`config.mk`:
```
export PLATFORM = sky130hd
export DESIGN_NAME = alu_sequencer
export DESIGN_NICKNAME = d
export VERILOG_FILES = /design/src/rtl/alu_sequencer.sv
export SDC_FILE = /design/constraint.sdc
export NUM_CORES = 1
export LEC_CHECK = 0
export ABC_AREA = 1
export CAP_MARGIN = 10
export CORE_MARGIN = 8
export CORE_UTILIZATION = 35
export DETAILED_ROUTE_END_ITERATION = 12
export GPL_TIMING_DRIVEN = 0
export SLEW_MARGIN = 20
export SYNTH_ARGS = -nofsm -noshare
export SYNTH_HDL_FRONTEND = slang
export SYNTH_SLANG_ARGS = --single-unit
```
`constraint.sdc`:
```
create_clock -name clk -period 5.8 [get_ports clk]
set_clock_uncertainty 0.05 [all_clocks]
set_input_delay 1.45 -clock clk [delete_from_list [all_inputs] [get_ports clk]]
set_output_delay 1.45 -clock clk [all_outputs]
set_load 0.1 [all_outputs]
```
`src/rtl/alu_sequencer.sv`:
```
// Multicycle control sequencer for the 8-bit ALU: instruction fetch/decode,
// 4x8 register file, zero/carry flags, jumps, input handshake and output strobe.
module alu_sequencer (
  input  logic       clk,
  input  logic       rst_n,
  output logic [7:0] imem_addr,
  input  logic [7:0] imem_data,
  output logic [7:0] alu_ra,
  output logic [7:0] alu_rb,
  output logic [3:0] alu_op,
  input  logic [9:0] alu_out,
  input  logic [7:0] in_data,
  input  logic       in_valid,
  output logic       in_ready,
  output logic [7:0] out_data,
  output logic       out_valid,
  output logic       zflag,
  output logic       cflag,
  output logic       halted
);

  localparam int DATA_W = 8;

  localparam logic [3:0] OP_ADD  = 4'd1;
  localparam logic [3:0] OP_SHR  = 4'd5;
  localparam logic [3:0] OP_OUT  = 4'd6;
  localparam logic [3:0] OP_IN   = 4'd7;
  localparam logic [3:0] OP_MOV  = 4'd8;
  localparam logic [3:0] OP_JZ   = 4'd9;
  localparam logic [3:0] OP_JMP  = 4'd10;
  localparam logic [3:0] OP_HALT = 4'd11;

  typedef enum logic [2:0] {
    S_FETCH,
    S_DECODE,
    S_EXEC,
    S_IMM1,
    S_IMM2,
    S_HALT
  } state_t;

  state_t              state, state_nxt;
  logic [DATA_W-1:0]   pc, pc_nxt;
  logic [DATA_W-1:0]   ir, ir_nxt;
  logic [DATA_W-1:0]   regs [4];
  logic                zf, cf;
  logic [3:0]          ir_op, dec_op;
  logic [1:0]          ir_a, ir_b;
  logic                reg_we, flag_we, out_we;
  logic                taken;

  // Only the arithmetic/logic group (add..shr) touches the flags.
  function automatic logic sets_flags(input logic [3:0] op);
    return (op >= OP_ADD) && (op <= OP_SHR);
  endfunction

  function automatic logic is_jump(input logic [3:0] op);
    return (op == OP_JZ) || (op == OP_JMP);
  endfunction

  assign ir_op  = ir[7:4];
  assign ir_a   = ir[3:2];
  assign ir_b   = ir[1:0];
  assign dec_op = imem_data[7:4];

  // pc already points at the immediate byte while in IMM1.
  assign imem_addr = pc;
  assign halted    = (state == S_HALT);
  assign zflag     = zf;
  assign cflag     = cf;
  assign taken     = (ir_op == OP_JMP) || ((ir_op == OP_JZ) && zf);

  always_comb begin
    state_nxt = state;
    pc_nxt    = pc;
    ir_nxt    = ir;
    alu_op    = 4'd0;
    alu_ra    = '0;
    alu_rb    = '0;
    in_ready  = 1'b0;
    reg_we    = 1'b0;
    flag_we   = 1'b0;
    out_we    = 1'b0;
    case (state)
      S_FETCH: begin
        state_nxt = S_DECODE;
      end
      S_DECODE: begin
        ir_nxt = imem_data;
        pc_nxt = pc + 8'd1;
        if (is_jump(dec_op)) begin
          state_nxt = S_IMM1;
        end else if (dec_op == OP_HALT) begin
          state_nxt = S_HALT;
        end else begin
          state_nxt = S_EXEC;
        end
      end
      S_EXEC: begin
        alu_op    = ir_op;
        alu_ra    = regs[ir_a];
        alu_rb    = (ir_op == OP_IN) ? in_data : regs[ir_b];
        state_nxt = S_FETCH;
        if (sets_flags(ir_op)) begin
          reg_we  = 1'b1;
          flag_we = 1'b1;
        end else if (ir_op == OP_OUT) begin
          out_we = 1'b1;
        end else if (ir_op == OP_IN) begin
          // Stall here until the input side offers a byte.
          in_ready = 1'b1;
          if (in_valid) begin
            reg_we = 1'b1;
          end else begin
            state_nxt = S_EXEC;
          end
        end else if (ir_op == OP_MOV) begin
          reg_we = 1'b1;
        end
      end
      S_IMM1: begin
        state_nxt = S_IMM2;
      end
      S_IMM2: begin
        pc_nxt    = taken ? imem_data : pc + 8'd1;
        state_nxt = S_FETCH;
      end
      S_HALT: begin
        state_nxt = S_HALT;
      end
      default: begin
        state_nxt = S_FETCH;
      end
    endcase
  end

  always_ff @(posedge clk) begin
    if (!rst_n) begin
      state     <= S_FETCH;
      pc        <= '0;
      ir        <= '0;
      zf        <= 1'b0;
      cf        <= 1'b0;
      out_data  <= '0;
      out_valid <= 1'b0;
      for (int i = 0; i < 4; i++) begin
        regs[i] <= '0;
      end
    end else begin
      state     <= state_nxt;
      pc        <= pc_nxt;
      ir        <= ir_nxt;
      out_valid <= out_we;
      if (reg_we) begin
        regs[ir_a] <= alu_out[7:0];
      end
      if (flag_we) begin
        zf <= alu_out[9];
        cf <= alu_out[8];
      end
      if (out_we) begin
        out_data <= regs[ir_a];
      end
    end
  end

endmodule

```
==> impl_metrics.ini <==
[run_status]
status = complete, no violations

[finish]
syn_to_final_growth_pct = 32.00
stdcell_count = 655
final_nets = 547
drive_gt1_share_pct = 6.513
layout_common_cells = 92 x nor2_1, 73 x o21ai_0, 69 x clkdlybuf4s50_1, 49 x inv_1, 45 x nand2_1
diodes = 0
final_common_cell = nor2_1
n_fill_cell = 960

[grt]
antenna_found_initial = 0
grt_pass1_vias = 2911
grt_usage_pct = 14.24
grt_first_pass_wirelength_um = 14850
overflow = 0
grt_max_degree = 14

[sta]
fin_crit_ps = 4872
hold_viol = 0
fin_tns_setup_ps = 0
worst_hold_slack_ps = 395.9
rsz0062_at_grt = no
tightestPinTransition_ps = 1069
fin_crit_sh_pct = 84.00
timing.fmax_mhz = 205.3
setup_violations = 0
slew_violations = 0
slew_headroom_pct = 27.96

[logic_synthesis]
syn_nets = 467
synth_top_area_share_pct = 28.41
yosysUniqueCellTypes = 27
ys_seq_elements = 66
yosysSeqAreaShare_pct = 48.54
synth_warnings = 0
synth_area_leaders = edfxtp_1 28%, dfxtp_1 20%, o21ai_0 11%
syn-instance-count = 437
yosysTopAreaCell = edfxtp_1
syn_area_mm2 = 0.003382
avgSynthCellArea_um2 = 7.739

[detailed_routing]
drt_iter0_markers = 215
drt-total-wl_um = 9249
num_vias = 3142
drc = 0
wire_per_inst_um = 14.12
dr.pass1.iters = 4
vias_per_cell = 4.797
drtAntennaViolNets = 0

[setup_path]
reg2regPathDepth = 7
cp_max_fo = 1
startpoint_type = primary input
crit_path_end_kind = output port
crit_required_ps = 4300
crit_type = in2out
r2r_start = state[0]
arrival_ps = 3370
rrSetupSlack_ps = 3270
rr_endpoint = regs[1][7]

[placed_design]
io_buffer_count = 69
dpl.cell_count = 639
hpwl_um = 7266
place.gp.congestion = 0.8705

[worst_hold_path]
min_path_type = reg2reg
worstHoldStart = cflag
whs_path_depth = 2
hold_end = cflag

[job]
cap_violations = 0

[die]
die_x_um = 114.3
die_area_mm2 = 0.01306
initial_core_util_pct = 35.25
num_rows = 36
num_io_pins = 70
core_area_mm2 = 0.009594
die_y_um = 114.3

[cts]
clock_latency_ps = 340
htree_levels = 3
cts-resized-gates = 0
clock_path_buffers = 2
root_buffer = clkbuf_8
numCtsBuffers = 9
cts.clk_slew.worst_paths_ps = 70
ctsHoldBuffers = 0
cts_tree = built
cts_sinks = 66
cts_setup_buffers = 0

[power]
max-vdd-ir-drop_mv = 0.1463
p_leak_nw = 1.801
p_per_area_mw_per_mm2 = 284.7
power.total_mw = 1.271
synthesized netlist by cell type:
| master | number |
|---|---|
| nor2_4 | 1 |
| buf_6 | 1 |
| nor2_1 | 92 |
| nor2_2 | 2 |
| and2_1 | 4 |
| buf_2 | 3 |
| clkbuf_1 | 12 |
| o21ai_1 | 1 |
| nand2_2 | 3 |
| o21ai_0 | 73 |
| nand2_1 | 45 |
| dfxtp_1 | 34 |
| nor3_2 | 2 |
| nand3_1 | 20 |
| xnor2_1 | 2 |
| nand2_4 | 2 |
| o21bai_1 | 8 |
| edfxtp_1 | 32 |
| nand4_4 | 2 |
| nand3b_1 | 5 |
| inv_2 | 1 |
| or2_2 | 1 |
| a21oi_1 | 28 |
| inv_1 | 49 |
| o22ai_1 | 4 |
| ha_1 | 1 |
| nor3_1 | 9 |
how the worst max path moves through the flow:
stage | start | to | slack (ps) | cells past startpoint
after detailed placement | in_data[2] | alu_rb[2] | 920 | 5
after CTS | in_data[2] | alu_rb[2] | 920 | 5
after global placement | in_data[2] | alu_rb[2] | 910 | 5
final | in_data[2] | alu_rb[2] | 930 | 5
after global routing | in_data[2] | alu_rb[2] | 850 | 5
after floorplan | in_data[1] | alu_rb[1] | 2040 | 3
worst max-delay path: stages:
cell and delay (ps):
clkdlybuf4s50_1 460, o21ai_0 70, o21bai_1 180, inv_1 70, clkdlybuf4s50_1 1130
report_power, final:
part	internal, mW	total (mW)	switching (mW)
Combinational	0.0852	0.291	0.206
Sequential	0.516	0.542	0.0261
Clock	0.246	0.438	0.192
kinds of logic after synthesis:
logic type | count (synthesis) | share of synthesized area (%)
xor+xnor | 2 | 0.5180
fa+ha+maj | 1 | 0.3699
flops | 66 | 48.54
simple gates | 188 | 25.31
buf+inv | 66 | 7.658
compound gates | 114 | 17.61
flip-flops by register name (all words and copies together) (netlist names), named ones only:
signal,cells
out_data,8
ir,8
out_valid,1
state,3
zflag,1
imem_addr,8
cflag,1
regs,32
layer usage:
metal	global-route usage, %	wire length [um]
met1	18.94	4500
met2	21.92	4095
met3	4.167	616
met4	3.815	37
met5	0	0
metrics by stage:
step | setup slack, ps | instance area (um^2) | utilization, %
after global placement | 906.1 | 4239 | 44.18
after CTS | 920.1 | 4464 | 46.53
after detailed placement | 920.0 | 4239 | 44.18
after global routing | 845.0 | 4464 | 46.53
after floorplan | 2045 | 3382 | -
final | 928.0 | 4464 | 46.53
area by class of cell:
cell class / count / area (um^2) / share of cell area (%)
clock buffers: 9 / 123.9 / 2.775
repair buffers: 69 / 690.7 / 15.47
plain buffers: 16 / 71.32 / 1.598
well taps: 133 / 166.4 / 3.728
inverters: 50 / 187.7 / 4.204
flip-flops and latches: 66 / 1642 / 36.77
clock inverters: 7 / 101.3 / 2.270
multi-input cells: 305 / 1481 / 33.18
Power figures use the tool's default switching activity.
